==> config.mk <==
export PLATFORM = sky130hd
export DESIGN_NAME = hazard_detect_unit
export DESIGN_NICKNAME = d
export VERILOG_FILES = /design/src/rtl/hazard_pkg.sv /design/src/rtl/hazard_shadow_stage.sv /design/src/rtl/hazard_detect_unit.sv
export SDC_FILE = /design/constraint.sdc
export NUM_CORES = 1
export LEC_CHECK = 0
export ABC_CLOCK_PERIOD_IN_PS = 2800
export BUFFER_PORTS_ARGS = -buffer_cell sky130_fd_sc_hd__buf_4
export CORE_MARGIN = 2
export CORE_UTILIZATION = 52
export CTS_CLUSTER_SIZE = 30
export DETAILED_ROUTE_END_ITERATION = 7
export PLACE_DENSITY = 0.85
export SYNTH_ARGS = -nofsm -noshare
export SYNTH_HDL_FRONTEND = slang
export SYNTH_SLANG_ARGS = --single-unit
==> constraint.sdc <==
create_clock -name clk -period 2.8 [get_ports clk]
set_clock_uncertainty 0.05 [all_clocks]
set_input_delay 0.14 -clock clk [delete_from_list [all_inputs] [get_ports clk]]
set_output_delay 0.14 -clock clk [all_outputs]
set_load 0.005 [all_outputs]
==> src/rtl/hazard_pkg.sv <==
// ---------------------------------------------------------------------------
// hazard_pkg
// Shared types for the decode-stage hazard detector.
//   REG_W          : register index width
//   shadow_entry_t : one in-flight destination {valid, dest, wb_en, mem_r_en}
//   BUBBLE         : all-zero (invalid) shadow entry
//   match()        : does source register s read what entry x will write?
// ---------------------------------------------------------------------------
package hazard_pkg;

  localparam int REG_W = 4;

  typedef struct packed {
    logic             valid;
    logic [REG_W-1:0] dest;
    logic             wb_en;
    logic             mem_r_en;
  } shadow_entry_t;

  localparam shadow_entry_t BUBBLE = '0;

  // R0 is deliberately not special-cased: index 0 matches like any register.
  function automatic logic match(input logic [REG_W-1:0] s, input shadow_entry_t x);
    return x.valid & x.wb_en & (x.dest == s);
  endfunction

endpackage

==> src/rtl/hazard_shadow_stage.sv <==
// ---------------------------------------------------------------------------
// hazard_shadow_stage
// One shadow entry mirroring a pipeline stage register (EXE or MEM).
// Ports:
//   clk       in  clock
//   rst       in  synchronous active-high reset, clears the entry to BUBBLE
//   i_freeze  in  hold the entry (memory wait)
//   i_bubble  in  load BUBBLE instead of i_entry
//   i_entry   in  entry to load on the next edge
//   o_entry   out current entry
// ---------------------------------------------------------------------------
module hazard_shadow_stage
  import hazard_pkg::*;
(
  input  logic          clk,
  input  logic          rst,
  input  logic          i_freeze,
  input  logic          i_bubble,
  input  shadow_entry_t i_entry,
  output shadow_entry_t o_entry
);

  shadow_entry_t r_entry;

  always_ff @(posedge clk) begin
    if (rst) begin
      r_entry <= BUBBLE;
    end else if (!i_freeze) begin
      r_entry <= i_bubble ? BUBBLE : i_entry;
    end
  end

  assign o_entry = r_entry;

endmodule

==> src/rtl/hazard_detect_unit.sv <==
// ---------------------------------------------------------------------------
// hazard_detect_unit
// Decode-stage hazard detector. Tracks the destinations in flight in EXE (E)
// and MEM (M) and stalls decode when a source operand depends on one of them.
// WB needs no tracking: the register file writes on the falling edge.
//
// Build option: define FORWARDING_EN when EXE has a forwarding unit. Only a
// load in E then stalls (load-use); M is never compared. Without the macro
// every E/M producer stalls its consumer.
//
// Ports:
//   clk          in  clock
//   rst          in  synchronous active-high reset
//   src1         in  decode first source register (always compared)
//   src2         in  decode second source register (compared when Two_src)
//   Two_src      in  decode instruction reads src2
//   id_dest      in  decode destination register
//   id_wb_en     in  decode instruction writes back
//   id_mem_r_en  in  decode instruction is a load
//   flush        in  branch taken: squash the instruction in decode
//   freeze       in  memory wait: hold entries and counter
//   hazard       out stall decode/fetch and insert a bubble (combinational)
//   stall_cnt    out saturating count of stall cycles
// ---------------------------------------------------------------------------
module hazard_detect_unit #(
  parameter int REG_W = 4,
  parameter int CNT_W = 16
) (
  input  logic             clk,
  input  logic             rst,
  input  logic [REG_W-1:0] src1,
  input  logic [REG_W-1:0] src2,
  input  logic             Two_src,
  input  logic [REG_W-1:0] id_dest,
  input  logic             id_wb_en,
  input  logic             id_mem_r_en,
  input  logic             flush,
  input  logic             freeze,
  output logic             hazard,
  output logic [CNT_W-1:0] stall_cnt
);

  import hazard_pkg::*;

  shadow_entry_t    w_e;
  shadow_entry_t    w_m;
  shadow_entry_t    w_id_entry;
  logic             w_hazard;
  logic             w_unused_ok;
  logic [CNT_W-1:0] r_stall_cnt;

  assign w_id_entry = '{valid: 1'b1, dest: id_dest, wb_en: id_wb_en, mem_r_en: id_mem_r_en};

  // E takes the decode instruction unless it is squashed or stalled; a flush
  // coinciding with a hazard still yields just the one bubble.
  hazard_shadow_stage u_stage_e (
    .clk      (clk),
    .rst      (rst),
    .i_freeze (freeze),
    .i_bubble (flush | w_hazard),
    .i_entry  (w_id_entry),
    .o_entry  (w_e)
  );

  hazard_shadow_stage u_stage_m (
    .clk      (clk),
    .rst      (rst),
    .i_freeze (freeze),
    .i_bubble (1'b0),
    .i_entry  (w_e),
    .o_entry  (w_m)
  );

  always_comb begin
    w_hazard = 1'b0;
`ifdef FORWARDING_EN
    // Forwarding covers ALU results; only a load in EXE has no data yet.
    w_hazard = w_e.mem_r_en & (match(src1, w_e) | (Two_src & match(src2, w_e)));
`else
    w_hazard = match(src1, w_e) | match(src1, w_m) |
               (Two_src & (match(src2, w_e) | match(src2, w_m)));
`endif
  end

  // The M entry's load flag (all of M with forwarding) is mirrored only to
  // keep the shadow pipeline faithful; nothing consumes it.
`ifdef FORWARDING_EN
  assign w_unused_ok = ^w_m;
`else
  assign w_unused_ok = w_m.mem_r_en;
`endif

  // Counter saturates at all-ones instead of wrapping.
  always_ff @(posedge clk) begin
    if (rst) begin
      r_stall_cnt <= '0;
    end else if (!freeze && w_hazard && (r_stall_cnt != {CNT_W{1'b1}})) begin
      r_stall_cnt <= r_stall_cnt + 1'b1;
    end
  end

  assign hazard    = w_hazard;
  assign stall_cnt = r_stall_cnt;

endmodule

==> metrics.cfg, run 1 <==
[synthesis]
yosys-top-cells-count=dfxtp_1, nor2_1, xor2_1
synth_area_leaders=dfxtp_1, xor2_1, nor2_1
synth-edff-count=0
synth_top_area_share_pct=37.3
async_reset_ff_share_pct=0
synthesis.nets=186
synth-seq-cells=28
synthCells=166
netlist_area_sq_um=1500
yosys_most_used_dff=dfxtp_1
synthDistinctLibCells=40
synth_most_common_cell=dfxtp_1
yosys_warnings=0
ys_seq_area_share_pct=37.3
yosysTopAreaCell=dfxtp_1
syn_avg_cell_area_sq_um=9.05

[clocking]
clk_latency_ns=0.33
cts-buffers-inserted=3
clk_pin_slew_ns=0.15
root_buffer=clkbuf_4
htree_levels=1
cts_repair_resize_count=0
cts_sinks=28
cts_tree=yes
clockBufferDepth=2

[power]
p_per_area_nw_per_um2=398
p_leak_uw=0.000788
vdd_drop_max_mv=0.341
power_uw=746

[sta]
finalHoldWorstSlack_ns=0.101
max_freq_mhz=413
max_slew_margin_pct=59.6
post-route-min-period_ns=2.42
slew_violations=0
worst_pin_slew_ns=0.606
setup-tns-final_ns=0
rsz0062_at_grt=no
period_share_pct=86.5
finalSetupViolCount=0
final-hold-violation-count=0

[critical_path]
worstPathArrival_ns=2.61
reg2reg_depth=8
required_ns=2.99
critPathCaptureType=flop
rr_endpoint=stall_cnt[15]$_SDFFE_PP0P_
r2r-start=stall_cnt[0]$_SDFFE_PP0P_
cp_top_family=simple AND/OR/NAND/NOR gates
reg2reg_setup_slack_ns=0.38
slowest_delay_ns=0.47
crit_slowest_cell=or3_1
cp_cell_sequence=ha_1, nand2_1, nor4_2, nor2b_4, nand4b_4, or3_1, nor4_1, mux2_2
cp_num_buf_inv=0
crit_fanout=9
path_class=flop to flop
startpoint_type=flop

[flow_run]
cap_violations=0

[routing]
wl_um=3370
via_count=1357
first_iter_violations=30
routed_via_density=5.82
postRouteAntennaNets=0
wire_per_inst_um=14.5
remaining_drc_errors=0
drt-pass1-iter-count=4

[placed_design]
gp_congestion=0.835
dp.cells=224
place_area_sq_um=1770
port_buffers=34
dp_hpwl_um=2380

[die]
initial_core_util_pct=54.5
rows=19
dieArea_sq_um=3340
io_pins=36
fp.dieH_um=57.8
core_area_sq_um=2760
dieWidth_um=57.8

[global_routing]
grt_max_degree=32
grt_first_pass_wirelength_um=5610
grt_overflow=0
track_usage_pct=21.3
grt_pass1_vias=1291
antenna_found_initial=0

[finish]
multi_input_area_sq_um=895
fin_area_sq_um=1870
nets=223
drive_above_1_share_pct=24.8
seqCellArea_sq_um=561
final_cells=233
area_delta_synth_final_pct=24.7
diodes=0
fillCellCount=212

[worst_hold_path]
hold_class=input port to flop
min_from=flush
min_path_cells=4
hold_end=u_stage_e.o_entry[6]$_SDFFE_PP0N_

[status]
status=finished, final reports clean

==> report_power, final <==
group	total, uW	internal, uW	switching (uW)
Sequential	411	404	6.86
Clock	266	145	122
Combinational	68.3	37.1	31.2
Total	746	586	160
==> worst reg2reg max path: cells and delay by family, from the launching register on <==
kind                       cells  cell delay, ns
muxes                          1            0.37
adders and majority gates      1            0.26
DFF                            1            0.40
and+or+nand+nor                6            1.25
==> layer usage <==
metal,GRT usage [%],wire length (um)
met5,0,0
met4,8.64,41
met3,3.13,128
met2,37.0,1770
met1,26.4,1430
==> kinds of logic (layout without fill, tap and decap cells) <==
group | Yosys count | in the layout | share of synthesized area [%]
xor gates and xnor gates | 17 | 17 | 9.91
buffers and inverters | 12 | 48 | 3.16
adders and majority gates | 1 | 1 | 0.833
DFF | 28 | 28 | 37.3
and+or+nand+nor | 70 | 70 | 28.1
muxes | 12 | 12 | 8.41
AOI/OAI and AO/OA | 26 | 26 | 12.2
==> sequential cells by signal, summed over array words and instances (netlist names) <==
name / flops
u_stage_e.o_entry: 6
u_stage_m.o_entry: 6
stall_cnt: 16
==> layout by cell type (no fill, tap or decap), types with 4 or more instances in the layout <==
cell type,Yosys,layout
nand2_1,6,6
xnor2_1,6,6
nor2b_1,6,6
o31ai_1,4,4
mux2i_1,7,7
a21oi_1,9,9
dfxtp_1,28,28
buf_4,0,35
a22o_1,5,5
inv_1,4,4
xor2_1,11,11
nor3_1,4,4
nand4_1,4,4
dlygate4sd3_1,0,5
or4_1,4,4
nor2_1,19,19
mux2_2,5,5
nand3_1,6,6
==> stage by stage <==
step,worst slack [ns],utilization (%)
2_1_floorplan,0.539,-
3_3_place_gp,0.441,64.2
3_5_place_dp,0.404,64.2
4_1_cts,0.375,68.0
5_1_grt,0.235,68.0
6_report,0.379,68.0
==> final cells by class <==
type	count	area share, %
multi-input cells	126	47.7
flip-flops and latches	28	29.9
repair buffers	40	16.7
well taps	31	2.07
clock inverters	1	1.60
clock buffers	3	1.20
inverters	4	0.801
==> worst max path at each step <==
stage	slack [ns]	depth (start not counted)	start	endpoint
6_report	0.38	8	stall_cnt[0]$_SDFFE_PP0P_	stall_cnt[15]$_SDFFE_PP0P_
5_1_grt	0.24	8	stall_cnt[0]$_SDFFE_PP0P_	stall_cnt[15]$_SDFFE_PP0P_
4_1_cts	0.37	8	stall_cnt[0]$_SDFFE_PP0P_	stall_cnt[15]$_SDFFE_PP0P_
3_5_place_dp	0.40	8	stall_cnt[0]$_SDFFE_PP0P_	stall_cnt[15]$_SDFFE_PP0P_
3_3_place_gp	0.44	8	stall_cnt[0]$_SDFFE_PP0P_	stall_cnt[15]$_SDFFE_PP0P_
2_1_floorplan	0.54	6	stall_cnt[0]$_SDFFE_PP0P_	stall_cnt[10]$_SDFFE_PP0P_
==> repair_timing <==
action / CTS / global route
buffers inserted: 0 / 0
hold buffers: 5 / 0
endpoints found under the hold margin: 5 / 0
Note: power is estimated with default switching activity, not from simulation.
==> run 2, diff against run 1 <==
--- a/config.mk
+++ b/config.mk
@@ -7,6 +7,7 @@
 export LEC_CHECK = 0
 export ABC_CLOCK_PERIOD_IN_PS = 2800
 export BUFFER_PORTS_ARGS = -buffer_cell sky130_fd_sc_hd__buf_4
+export CORE_ASPECT_RATIO = 0.9
 export CORE_MARGIN = 2
 export CORE_UTILIZATION = 52
 export CTS_CLUSTER_SIZE = 30
==> run 2 against run 1 <==
Cell area shrank 1.0%. Clock power shrank 37%. Critical path depth is the same. First-iteration DRC count grew 57%. Critical path type unchanged. Largest cell class unchanged. Highest routed layer unchanged.
==> metrics.cfg, run 2 (synthesis results as in run 1) <==
[critical_path]
critPathCaptureType=flop
required_ns=2.99
path_class=flop to flop
startpoint_type=flop
crit_fanout=9
worstPathArrival_ns=2.64

[routing]
remaining_drc_errors=0
via_count=1331
postRouteAntennaNets=0
first_iter_violations=47
wl_um=3230
routed_via_density=5.52
wire_per_inst_um=13.4
drt-pass1-iter-count=4

[global_routing]
grt_pass1_vias=1226
grt.met3_usage_pct=3.49
grt_first_pass_wirelength_um=5220
gr-max-usage-layer=met2
grt_max_degree=32
met2_usage_pct=38.0
antenna_found_initial=0
met1_usage_pct=24.8
track_usage_pct=21.1
grt_overflow=0

[placed_design]
gp_congestion=0.858
port_buffers=34
dp_hpwl_um=2380
place_area_sq_um=1780
place_ws_ns=0.398

[die]
initial_core_util_pct=54.7
dieArea_sq_um=3340
dieWidth_um=60.7
io_pins=36
rows=18
fp.dieH_um=55
core_area_sq_um=2750

[sta]
finalSetupViolCount=0
rsz0062_at_grt=no
worst_pin_slew_ns=0.582
setup-tns-final_ns=0
setup_ws_ns=0.354
max_freq_mhz=409
period_share_pct=87.4
finalHoldWorstSlack_ns=0.106
slew_violations=0
final-hold-violation-count=0
post-route-min-period_ns=2.45
max_slew_margin_pct=61.2

[clocking]
htree_levels=1
root_buffer=clkbuf_4
cts_sinks=28
clk_latency_ns=0.33
clk_pin_slew_ns=0.14
cts_tree=yes
clockBufferDepth=2
cts-buffers-inserted=3

[finish]
nets=223
area_delta_synth_final_pct=23.5
diodes=0
fin_area_sq_um=1860
fillCellCount=227
layout.cells.most_common_list=buf_4, dfxtp_1, nor2_1
largest_register_ffs=16
final_common_cell=buf_4
drive_above_1_share_pct=24.4

[status]
status=finished, final reports clean

[power]
vdd_drop_max_mv=0.248
p_per_area_nw_per_um2=348
power_uw=645
p_leak_uw=0.000774

[worst_hold_path]
hold_class=input port to flop

[flow_run]
cap_violations=0

## run 2: power breakdown
part | switching, uW | total, uW | internal [uW]
combinational | 30.8 | 67.9 | 37.1
clock | 116 | 167 | 50.7
sequential | 6.53 | 411 | 404
## run 2: worst max-delay path, stage by stage, from the launching register on
cell and delay, ns:
dfxtp_1 0.46, ha_1 0.24, nand2_1 0.09, nor4_2 0.40, nor2b_4 0.26, nand4b_4 0.18, or3_1 0.28, nor4_1 0.09
mux2_2 0.30
## run 2: metrics by stage
step | std cells | utilization [%]
final | 241 | 67.5
after global routing | 241 | 67.5
after CTS | 241 | 67.5
after detailed placement | 233 | 64.9
after global placement | 233 | 64.9
after floorplan | 166 | -
## run 2: repair_timing
| item | 4_1_cts | 5_1_grt |
|---|---|---|
| endpoints found under the hold margin | 5 | 0 |
| resized for setup | 0 | 0 |
| hold buffers | 5 | 0 |
| buffers inserted | 0 | 0 |
## run 2: final timing paths
check / from / end / slack, ns / cells after the start
max: stall_cnt[0]$_SDFFE_PP0P_ / stall_cnt[15]$_SDFFE_PP0P_ / 0.35 / 8
min: flush / u_stage_e.o_entry[6]$_SDFFE_PP0N_ / 0.11 / 4
max reg2reg: stall_cnt[0]$_SDFFE_PP0P_ / stall_cnt[15]$_SDFFE_PP0P_ / 0.35 / 8
min reg2reg: stall_cnt[5]$_SDFFE_PP0P_ / stall_cnt[5]$_SDFFE_PP0P_ / 0.45 / 2
## run 2: layout make-up
class | count | area (sq um) | share of cell area, %
Clock buffer | 3 | 22.5 | 1.21
Inverter | 4 | 15.0 | 0.809
Multi-Input combinational cell | 126 | 895 | 48.2
Sequential cell | 28 | 561 | 30.2
Tap cell | 40 | 50.0 | 2.70
Timing Repair Buffer | 40 | 313 | 16.9
## run 2: per-layer routing
layer | wire length, um | up-vias | share of wire, %
met2 | 1650 | 23 | 51
met5 | 0 | - | 0
li1 | - | 678 | -
met4 | 55 | 0 | 1.7
met3 | 96 | 5 | 3.0
met1 | 1440 | 625 | 44
